File: config.mk
export PLATFORM = sky130hd
export DESIGN_NAME = gpio_irq_filter
export DESIGN_NICKNAME = d
export VERILOG_FILES = /design/src/rtl/gpio_irq_filter.sv
export SDC_FILE = /design/constraint.sdc
export NUM_CORES = 1
export LEC_CHECK = 0
export CORE_ASPECT_RATIO = 1.25
export CORE_MARGIN = 5
export CORE_UTILIZATION = 53
export DETAILED_ROUTE_END_ITERATION = 10
export PLACE_DENSITY = 0.8
export SYNTH_ARGS = -nofsm -noshare
export SYNTH_HDL_FRONTEND = slang
export SYNTH_SLANG_ARGS = --single-unit
File: constraint.sdc
create_clock -name mem_clk -period 2.3 [get_ports mem_clk]
set_input_delay 0.46 -clock mem_clk [delete_from_list [all_inputs] [get_ports mem_clk]]
set_output_delay 0.46 -clock mem_clk [all_outputs]
set_load 0.01 [all_outputs]
File: src/rtl/gpio_irq_filter.sv
// gpio_irq_filter: pad synchroniser, per-pin debounce and latched edge interrupts on the simple memory bus
module gpio_irq_filter #(
  parameter int TOTAL_GPIOS = 8,
  parameter int DIV_WIDTH   = 16
) (
  input  logic                   mem_clk,
  input  logic                   rst_n,
  input  logic                   mem_valid,
  input  logic [3:0]             mem_addr,
  input  logic [31:0]            mem_wdata,
  input  logic [3:0]             mem_wstrb,
  input  logic [TOTAL_GPIOS-1:0] pad_in,
  output logic [TOTAL_GPIOS-1:0] gpio_filt,
  output logic                   irq,
  output logic                   mem_ready,
  output logic [31:0]            mem_rdata
);
  localparam int N = TOTAL_GPIOS;
  logic [N-1:0] rer, fer, isfr, dben, s1, s2, filt, prev, clr, rise, fall;
  logic [N-1:0][2:0] hist;
  logic [DIV_WIDTH-1:0] dbdiv, cnt;
  logic wr, tick, unused_wdata;
  assign unused_wdata = ^mem_wdata;
  assign wr = mem_valid && &mem_wstrb;
  assign tick = cnt == dbdiv;
  assign clr = (wr && mem_addr == 4'd2) ? mem_wdata[N-1:0] : '0;
  assign rise = filt & ~prev;
  assign fall = ~filt & prev;
  assign gpio_filt = filt;
  assign irq = |isfr;
  assign mem_ready = mem_valid;
  always_ff @(posedge mem_clk or negedge rst_n)
    if (!rst_n) begin
      rer <= '0;
      fer <= '0;
      isfr <= '0;
      dben <= '0;
      dbdiv <= '0;
      cnt <= '0;
      s1 <= '0;
      s2 <= '0;
      filt <= '0;
      prev <= '0;
      hist <= '0;
    end else begin
      s1 <= pad_in;
      s2 <= s1;
      prev <= filt;
      // a new edge outranks a simultaneous software clear
      isfr <= (isfr & ~clr) | (rise & rer) | (fall & fer);
      cnt <= ((wr && mem_addr == 4'd3) || tick) ? '0 : cnt + 1'b1;
      if (wr && mem_addr == 4'd0) rer <= mem_wdata[N-1:0];
      if (wr && mem_addr == 4'd1) fer <= mem_wdata[N-1:0];
      if (wr && mem_addr == 4'd3) dbdiv <= mem_wdata[DIV_WIDTH-1:0];
      if (wr && mem_addr == 4'd4) dben <= mem_wdata[N-1:0];
      for (int i = 0; i < N; i++)
        if (!dben[i]) filt[i] <= s2[i];
        else if (tick) begin
          hist[i] <= {hist[i][1:0], s2[i]};
          if (hist[i][1:0] == {2{s2[i]}} && filt[i] != s2[i]) filt[i] <= s2[i];
        end
    end
  always_comb begin
    mem_rdata = '0;
    if (mem_valid)
      case (mem_addr)
        4'd0: mem_rdata[N-1:0] = rer;
        4'd1: mem_rdata[N-1:0] = fer;
        4'd2: mem_rdata[N-1:0] = isfr;
        4'd3: mem_rdata[DIV_WIDTH-1:0] = dbdiv;
        4'd4: mem_rdata[N-1:0] = dben;
        4'd5: mem_rdata[N-1:0] = filt;
        default: ;
      endcase
  end
endmodule

==> summary by stage <==
Clocking
The clock-pin transition on the worst setup and hold timing paths is 0.07 ns. Buffers inserted to repair hold after CTS numbered 0. The CTS tree is done. The H-tree depth is 3. Clock tree synthesis selected as its root buffer the cell sky130_fd_sc_hd__clkbuf_16.

For this design, the sink count on the clock tree is 112. The number of buffers created by CTS is 9. For the worst-skew pair, the clock arrives at the later sink with an insertion delay of 0.35 ns. No sink is reached through more buffers than the 2 on the longest clock path.

Route
After detailed routing, the average wire length per cell comes to 18.59 microns. For this run, design rule violations remaining after detail routing come to 0. Dividing the detail-routed via count by the number of cells gives 5.732. The total iterations of the first detailed-routing run is 4. The detailed router finished its first iteration with 332 violations. The remaining number of nets flagged by the antenna check after routing is 0. The total via count after detailed routing is 3915.

Summed over all layers, the routed wires come to 12.70 mm.

Timing
The clock arrives with 0.007394 ns of skew. The maximum clock frequency is 448.8 MHz. The slew at the pin closest to its max-slew limit is 0.5965 ns. Setup repair after global routing left no endpoint under its margin. The final count of hold timing violations is 0. The total of endpoints with negative setup slack in the final report is 0. The final critical path takes up 96.88% of the cycle. The worst slew margin relative to its limit is 60.23%. The final max-slew violation count was 0. The minimum clock period after layout is 2.228 ns.

GRT
The via count of the first global-routing pass is 4204. The first global-routing pass estimated 20.67 mm of wire. Global routing used 21.84% of the available tracks. Global routing finished with a remaining overflow of 0.

The number of antenna violations at the first check in global routing is 0. The largest net degree at the start of global routing is 113.

Layout
Leaving out fill and tap cells, the most frequent cell in the layout is sky130_fd_sc_hd__dfrtp_1. After the flow finishes, the layout carries non-filler instances totaling 683. The top cell types in the final layout, fill and taps aside, are 112 x sky130_fd_sc_hd__dfrtp_1, 54 x sky130_fd_sc_hd__mux2_2, 45 x sky130_fd_sc_hd__nand2_1, 39 x sky130_fd_sc_hd__clkdlybuf4s50_1, 34 x sky130_fd_sc_hd__buf_4. The area growth from synthesis to layout is 25.80%. Cells with a size suffix above 1 make up 26.39% of the layout. The number of diodes added for antenna fixing is 0. The area occupied by registers is 2803 sq um.

In the final layout, the registers with the most flip-flops are cnt x16, dbdiv x16, hist x16. With fillers left out, the area of the finished cells amounts to 6663 sq um. The final layout contains 604 nets. Summing all multi-input logic gate instances after layout gives 2352 sq um. Counting the fill cells in the layout gives 711.

Pwr
The switching portion of total power is 27.95%. The internal power summed over all cells is 3.519 mW. The clock network fraction of total power is 33.1%.

The analysis attributes to cell leakage a power of 3.176 nW. In this run the power spent charging and discharging nets is 1.365 mW. The maximum VDD drop is 0.4400 mV. The total power per unit cell area is 733.2 nW/um^2.

The share of total power in combinational logic is 17.6%. Registers are responsible for 49.4% of the overall power.

Place
The placement-stage cell area is 6250 sq um. The cell total after placement is 661. The number of port buffers is 60.

Routability-driven placement finished with a final weighted congestion of 0.8657. Detailed placement finished with a half-perimeter wire length of 8.678 mm.

Worst setup path
At the worst endpoint, the required time is 1.84 ns. The launching element type of the critical path is a flip-flop. Along the worst path, the maximum fanout reaches 3. The critical path data arrival time is 1.77 ns. The classification of the worst setup path is reg2out. The worst setup path is captured at an output pin.

Synthesis
Yosys mapped the design onto 43 distinct sky130hd cell types. For this run, asynchronously set or reset flops after synthesis account for 100.0%. The average cell area after synthesis is 11.64 sq um. The number of register bits inferred by synthesis is 112. The number of flops mapped to enable cells by yosys is 0.

The mapped netlist covers 5296 sq um. During synthesis, Yosys emitted a total of 0 warnings. The most common flop cell mapped by yosys is sky130_fd_sc_hd__dfrtp_1.

In the synthesized netlist, the number of instances is 455. Of the synthesized area, sequential elements account for 52.92%.

Run
The number of violations of the max-capacitance limit is 0.

Die
The initial utilization of the core area, before any placement, comes to 54.55%. The die footprint is 12100 sq um. The number of top-level pins is 93. The core box area is 9709 sq um. Row generation in the floorplan step produced 40 rows. The die is 121.8 microns tall. In this run the horizontal extent of the chip is 99.41 microns.

Hold path
The worst hold path class is in2async.

Run status
The flow ran to the end, and the final reports show no timing, DRC or antenna violations.
==> layer usage <==
layer | vias to the layer above | part of all wire (%) | GRT usage [%]
met1 | 1959 | 39 | 26.18
met5 | - | 0 | 0
met4 | 0 | 3.5 | 11.44
met2 | 136 | 52 | 38.15
met3 | 36 | 5.1 | 2.864
li1 | 1784 | - | -
==> per-stage QoR <==
stage / TNS (ns) / setup WS (ns) / hold slack (ns) / utilization [%] / total power, mW
floorplan: 0 / 0.1796 / 0.1644 / - / 2.931
global placement: -12.33 / -0.6032 / 0.3322 / 64.37 / 3.202
detailed placement: -15.01 / -0.6697 / 0.3379 / 64.37 / 3.258
CTS: 0 / 0.003244 / 0.2157 / 68.12 / 4.894
global route: 0 / 0.02235 / 0.2436 / 68.62 / 5.097
finish: 0 / 0.07175 / 0.1707 / 68.62 / 4.885
==> repair_timing <==
action,CTS,global route
cloned,2,1
setup endpoints to repair,16,12
setup buffers,2,2
gates resized for setup,47,11
pin swaps,9,4
hold endpoints to repair,0,0
==> synth_stat cells (all sizes together) (5+ instances only) <==
| cell | n | area (sq um) |
|---|---|---|
| nor2 | 35 | 133.9 |
| mux2 | 62 | 728.2 |
| dfrtp | 112 | 2803 |
| and3 | 14 | 87.58 |
| nand3 | 9 | 45.04 |
| mux2i | 6 | 60.06 |
| a221o | 8 | 80.08 |
| a21oi | 10 | 50.05 |
| and4b | 8 | 80.08 |
| xnor2 | 22 | 192.7 |
| a221oi | 5 | 43.79 |
| nor3 | 9 | 45.04 |
| a21o | 9 | 67.56 |
| xor2 | 8 | 70.07 |
| nand2 | 50 | 200.2 |
| buf | 26 | 180.2 |
| nand4 | 6 | 37.54 |
| nor4 | 5 | 61.31 |
| inv | 12 | 45.04 |
| o22ai | 8 | 50.05 |
==> path summary, 6_finish.rpt <==
check	depth (start not counted)	startpoint	end	slack [ns]
max	5	isfr[3]$_DFF_PN0_	mem_rdata[3]	0.07
min	2	rst_n	dbdiv[13]$_DFFE_PN0P_	0.17
max reg2reg	7	dbdiv[3]$_DFFE_PN0P_	hist[3]$_DFFE_PN0P_	0.28
min reg2reg	0	s1[3]$_DFF_PN0_	s2[3]$_DFF_PN0_	0.35
max in group asynchronous	2	rst_n	s2[5]$_DFF_PN0_	1.68
min in group mem_clk	0	s1[3]$_DFF_PN0_	s2[3]$_DFF_PN0_	0.35
==> area by class of cell <==
| class | instances | share of cell area (%) |
|---|---|---|
| flip-flops and latches | 112 | 42.07 |
| multi-input cells | 316 | 35.31 |
| repair buffers | 101 | 14.91 |
| clock buffers | 10 | 3.587 |
| well taps | 126 | 2.366 |
| clock inverters | 6 | 1.089 |
| inverters | 12 | 0.6761 |
==> power by group through the flow <==
stage,clock (mW),combinational (mW),sequential [mW]
finish,1.61,0.858,2.41
global route,1.72,0.943,2.44
CTS,1.65,0.847,2.40
detailed placement,0,0.822,2.44
global placement,0,0.786,2.42
floorplan,0,0.553,2.38
==> critical path, stage by stage (launching register included) <==
cell and delay, ns:
sky130_fd_sc_hd__dfrtp_1 0.41, sky130_fd_sc_hd__mux2_2 0.28, sky130_fd_sc_hd__a22o_1 0.23, sky130_fd_sc_hd__a222oi_1 0.25
sky130_fd_sc_hd__nor2_1 0.11, sky130_fd_sc_hd__buf_2 0.15
==> cells by family after synthesis <==
family	Yosys count	synth area share (%)
muxes	68	14.88
DFF	112	52.92
AOI/OAI and AO/OA	53	7.465
xor gates and xnor gates	30	4.961
and+or+nand+nor	148	14.91
other	1	0.07080
buffers and inverters	42	4.559
adders and majority gates	1	0.2362
Power figures use the tool's default switching activity.
